File: config.mk
export PLATFORM = sky130hd
export DESIGN_NAME = io_cfg_loader
export DESIGN_NICKNAME = d
export VERILOG_FILES = /design/src/rtl/io_cfg_loader.sv
export SDC_FILE = /design/constraint.sdc
export NUM_CORES = 1
export LEC_CHECK = 0
export BUFFER_PORTS_ARGS = -buffer_cell sky130_fd_sc_hd__buf_2
export CAP_MARGIN = 20
export CORE_MARGIN = 8
export CORE_UTILIZATION = 30
export CTS_BUF_LIST = sky130_fd_sc_hd__clkbuf_4 sky130_fd_sc_hd__clkbuf_8
export DETAILED_ROUTE_END_ITERATION = 7
export PLACE_DENSITY_LB_ADDON = 0.08
export SETUP_SLACK_MARGIN = 0.02
export SLEW_MARGIN = 20
export SYNTH_ARGS = -nofsm -noshare
export SYNTH_HDL_FRONTEND = slang
export SYNTH_SLANG_ARGS = --single-unit
File: constraint.sdc
create_clock -name clk -period 1.8 [get_ports clk]
set_clock_uncertainty 0.2 [all_clocks]
set_input_delay 0.18 -clock clk [delete_from_list [all_inputs] [get_ports clk]]
set_output_delay 0.18 -clock clk [all_outputs]
set_load 0.05 [all_outputs]
File: src/rtl/io_cfg_loader.sv
// Serial configuration loader for one I/O tile: shifts in a parity-protected
// bitstream and commits it to the track-select bus only when parity matches.
module io_cfg_loader #(
  parameter int unsigned WS     = 7,
  parameter int unsigned WD     = 6,
  parameter int unsigned WG     = 3,
  parameter int unsigned EXTIN  = 5,
  parameter int unsigned EXTOUT = 2,
  localparam int unsigned CW    = (EXTIN + EXTOUT) * (WS + WD + WG)
) (
  input  logic          clk,
  input  logic          rst,
  input  logic          cfg_en,
  input  logic          cfg_in,
  input  logic          cfg_valid,
  output logic          cfg_ready,
  output logic [CW-1:0] c,
  output logic          cfg_done,
  output logic          cfg_err
);

  localparam int unsigned CNT_W = $clog2(CW + 1);

  typedef enum logic [1:0] {
    IDLE  = 2'd0,
    SHIFT = 2'd1,
    DONE  = 2'd2
  } state_e;

  state_e             state_q, state_d;
  logic [CW-1:0]      shift_q, shift_d;
  logic [CNT_W-1:0]   cnt_q, cnt_d;
  logic               par_q, par_d;
  logic [CW-1:0]      c_q, c_d;
  logic               done_q, done_d;
  logic               err_q, err_d;
  logic               accept_c;
  logic               last_c;

  assign accept_c = cfg_valid && cfg_ready;
  // Once CW data bits are in, the next accepted bit is the parity bit.
  assign last_c   = (cnt_q == CNT_W'(CW));

  // State register
  always_ff @(posedge clk) begin
    if (rst) begin
      state_q <= IDLE;
    end else begin
      state_q <= state_d;
    end
  end

  // Next-state logic; dropping cfg_en always wins over a same-cycle handshake
  always_comb begin
    state_d = state_q;
    unique case (state_q)
      IDLE: begin
        if (cfg_en) state_d = SHIFT;
      end
      SHIFT: begin
        if (!cfg_en) begin
          state_d = IDLE;
        end else if (accept_c && last_c) begin
          state_d = DONE;
        end
      end
      DONE: begin
        if (!cfg_en) state_d = IDLE;
      end
      default: state_d = IDLE;
    endcase
  end

  // Output decode: ready depends on state only
  always_comb begin
    cfg_ready = 1'b0;
    if (state_q == SHIFT) cfg_ready = 1'b1;
  end

  // Datapath next-state: shadow shift, bit counter, running parity, commit
  always_comb begin
    shift_d = shift_q;
    cnt_d   = cnt_q;
    par_d   = par_q;
    c_d     = c_q;
    done_d  = done_q;
    err_d   = err_q;
    unique case (state_q)
      IDLE: begin
        if (cfg_en) begin
          shift_d = '0;
          cnt_d   = '0;
          par_d   = 1'b0;
        end
      end
      SHIFT: begin
        if (cfg_en && accept_c) begin
          if (!last_c) begin
            shift_d = {cfg_in, shift_q[CW-1:1]};
            par_d   = par_q ^ cfg_in;
            cnt_d   = cnt_q + CNT_W'(1);
          end else if ((par_q ^ cfg_in) == 1'b0) begin
            c_d    = shift_q;
            done_d = 1'b1;
          end else begin
            err_d  = 1'b1;
          end
        end
      end
      DONE: begin
        if (!cfg_en) begin
          done_d = 1'b0;
          err_d  = 1'b0;
        end
      end
      default: ;
    endcase
  end

  // Datapath registers
  always_ff @(posedge clk) begin
    if (rst) begin
      shift_q <= '0;
      cnt_q   <= '0;
      par_q   <= 1'b0;
      c_q     <= '0;
      done_q  <= 1'b0;
      err_q   <= 1'b0;
    end else begin
      shift_q <= shift_d;
      cnt_q   <= cnt_d;
      par_q   <= par_d;
      c_q     <= c_d;
      done_q  <= done_d;
      err_q   <= err_d;
    end
  end

  assign c        = c_q;
  assign cfg_done = done_q;
  assign cfg_err  = err_q;

endmodule

==> key figures <==
Clock network
  • CTS buffer count: 43
  • Reg clk slew, reported paths: 0.07 ns
  • Clk sinks: 236
  • CTS tree: built
  • Later-pin clock latency in the skew report: 0.52 ns
  • Htree depth: 2
  • Root buf cell: clkbuf_8
  • Clock Path Buffers: 3

Status
  • Outcome: finished clean

STA
  • Slew Limit Headroom: between 60% and 70%
  • Endpoints failing hold: 0
  • Count of final setup violators: 0
  • Slew @ Worst Pin: 0.533 ns
  • Final Max Slew Viols: 0
  • RSZ-0062 raised after global routing: yes
  • Min cycle time layout: 1.77 ns
  • Worst hold margin: 0.249 ns
  • Tcrit/Tclk final: between 90% and 100%
  • TNS Setup: 0 ns
  • Minimum setup slack in the final design: 0.0306 ns
  • Achievable clock frequency: 565 MHz

Critical path
  • WP data required: 2.01 ns
  • CP max stage delay: 0.35 ns
  • Crit-path cells: and4bb_2 > buf_6 > a21oi_4 > buf_12 > buf_8 > buf_6 > a22oi_2 > nor2_1
  • Most frequent CP cell: buf_6
  • CP max stage cell: and4bb_2
  • Setup crit start kind: flop
  • RR Endpoint: shift_q[111]
  • Worst setup path category: reg2reg
  • Arr. time, crit path: 1.98 ns
  • Element type at the critical path end: flop
  • CP max FO: 6
  • Critical R2R Launch: cnt_q[3]
  • R2R cell count: 8
  • Setup slack, reg-to-reg: 0.03 ns

Hold path
  • Hold_sp: c[30]
  • Min-Delay Path Class: reg2reg
  • WHS Path Cells: 2
  • Hold EP: c[30]

Synth
  • Synth area leader: dfxtp_1
  • Synth top area cells: dfxtp_1 58%, nand2_1 11%, a22oi_1 10%
  • Synthesized instance count: 933
  • Synth Cell Area: 0.00817 mm²
  • Yosys warns: 0
  • Top-area cell type share of the netlist area: 57.8%
  • Syn Area/Cell: 8.76 µm²
  • Synth Register Bits: around 240
  • Post-synth cell types: 34
  • Syn_nets: between 900 and 1000
  • Sequential fraction of the synthesis area: slightly below 60%

Pwr
  • Clk network pwr share: 49.0%
  • Logic pwr share: 3.3%
  • Seq pwr share: 47.7%
  • Int Power: 8.61 mW
  • Maximum VDD drop: approximately 640 µV
  • Power Density: 958 mW/mm²
  • Pleak: 4.32 nW
  • Switching Fraction: between 20% and 30%
  • Net switching power: 2.35 mW

Cells and area
  • Fillcell total: 2761
  • Synth-to-layout area growth: 40.1%
  • Most frequent cells in the layout: 229 x dfxtp_1, 186 x nand2_1, 119 x nor2_1, 117 x buf_2
  • Fin util: about 43%
  • Layout Nets: 1106
  • Number of diodes: 0
  • Most common cell after layout, fill and taps aside: dfxtp_1
  • Share of layout cells above drive strength 1: 33.7%

Floorplan
  • Die width: 181 µm
  • Core Area: 0.0269 mm²
  • I/O pins: 120
  • Die ar.: 0.0328 mm²
  • Chip height: approximately 180 µm
  • Initial core utilization: 30.4%
  • Rows: 60

GRT
  • First-pass GRT wire length: 35.6 mm
  • Number of global-route vias before repair: 6939
  • Total Routing Usage GR: 12.7%
  • GR Overflow Total: 0
  • Pin count of the biggest net entering global routing: 53
  • Initial antenna violation count: 0

Routing
  • Number of remaining DRC errors: 0
  • Via Count: 7012
  • Initial DRC Count: 425
  • Drt first pass iters: 6
  • ANT nets after route: 0
  • Via/cell ratio: ~4.8
  • Post-Route WL: 23.1 mm
  • DR WL/cell: 15.7 µm

Placement
  • RePlAce Congestion: around 0.70
  • Pre-CTS setup slack: -0.0422 ns
  • Dpl hpwl: 13.4 mm
  • IO buf count: 119

Flow run
  • Max Cap Viol: 0
[flip-flops by register name (all words and copies together), names as in the netlist]
signal	flops
c	112
shift_q	112
cfg_done	1
par_q	1
state_q	2
cnt_q	7
cfg_err	1
[per-layer routing]
metal | GRT usage (%) | wire, µm | vias up
li1 | - | - | 3505
met1 | 16.2 | 10700 | 3329
met2 | 20.9 | 10900 | 139
met3 | 3.19 | 973 | 39
met4 | 3.94 | 417 | 0
met5 | 0 | 0 | -
[power groups by stage]
stage | Clock (mW) | Combinational, mW | Sequential (mW)
after floorplan | 0 | 0.163 | 5.34
after global placement | 0 | 0.307 | 5.34
after detailed placement | 0 | 0.303 | 5.34
after CTS | 5.59 | 0.324 | 5.23
after global routing | 5.81 | 0.390 | 5.23
final | 5.37 | 0.362 | 5.23
[worst max path at each step]
stage          startpoint  slack (ns)  cells past startpoint      endpoint
2_1_floorplan    cnt_q[0]        0.01                      8   shift_q[10]
6_report         cnt_q[3]        0.03                      8  shift_q[111]
3_5_place_dp     cnt_q[0]       -0.04                      7   shift_q[26]
5_1_grt          cnt_q[3]       -0.03                      8  shift_q[110]
3_3_place_gp     cnt_q[0]       -0.04                      7   shift_q[15]
4_1_cts          cnt_q[0]        0.01                     10         c[77]
[Yosys cell counts, drive strengths merged]
| cell type | instances |
|---|---|
| or3 | 3 |
| xor2 | 2 |
| a211oi | 1 |
| nand4 | 4 |
| nor3b | 1 |
| nand2b | 1 |
| nand3 | 1 |
| nand2 | 229 |
| and4b | 1 |
| nand4b | 1 |
| nor2 | 120 |
| inv | 5 |
| dfxtp | 236 |
| and4bb | 1 |
| and4 | 1 |
| o21a | 2 |
| o211ai | 1 |
| nor2b | 1 |
| ha | 2 |
| a21o | 1 |
| o31ai | 1 |
| a22oi | 113 |
| and2 | 2 |
| clkbuf | 37 |
| a21oi | 119 |
| nand4bb | 1 |
| buf | 38 |
| and3b | 2 |
| xnor2 | 1 |
| o21ai | 3 |
| nor3 | 2 |
[cells by family after synthesis]
family / Yosys count / share of synthesized area (%)
xor+xnor: 3 / 0.322
buf+inv: 80 / 5.05
simple gates: 371 / 18.0
compound gates: 241 / 18.5
fa+ha+maj: 2 / 0.306
flops: 236 / 57.8
[stage by stage]
step,total power [mW],area (µm²),cells
after floorplan,5.51,8170,933
after global placement,5.65,9540,1366
after detailed placement,5.65,9540,1366
after CTS,11.1,10700,1452
after global routing,11.4,11400,1467
final,11.0,11400,1467
[worst max-delay path: cells and delay by family, from the launching register on]
kind | cells | cell delay, ns
buffers and inverters | 4 | 0.52
DFF | 1 | 0.33
AOI/OAI and AO/OA | 2 | 0.21
and+or+nand+nor | 2 | 0.41
[what timing repair did]
item | 4_1_cts | 5_1_grt
buffers inserted | 10 | 7
resized for setup | 35 | 129
endpoints found under the setup margin | 226 | 213
hold buffers | 4 | 0
hold endpoints to repair | 45 | 0
pin swaps | 11 | 42
gates cloned | 2 | 11
[cell type report]
class | instances | area (µm²) | area share (%)
sequential | 236 | 4740 | 41.4
multi-input combinational | 617 | 3540 | 31.0
timing repair buffer | 196 | 1800 | 15.7
clock buffer | 67 | 847 | 7.40
tap | 341 | 427 | 3.73
clock inverter | 5 | 75.1 | 0.656
inverter | 5 | 18.8 | 0.164
Power figures use the tool's default switching activity.
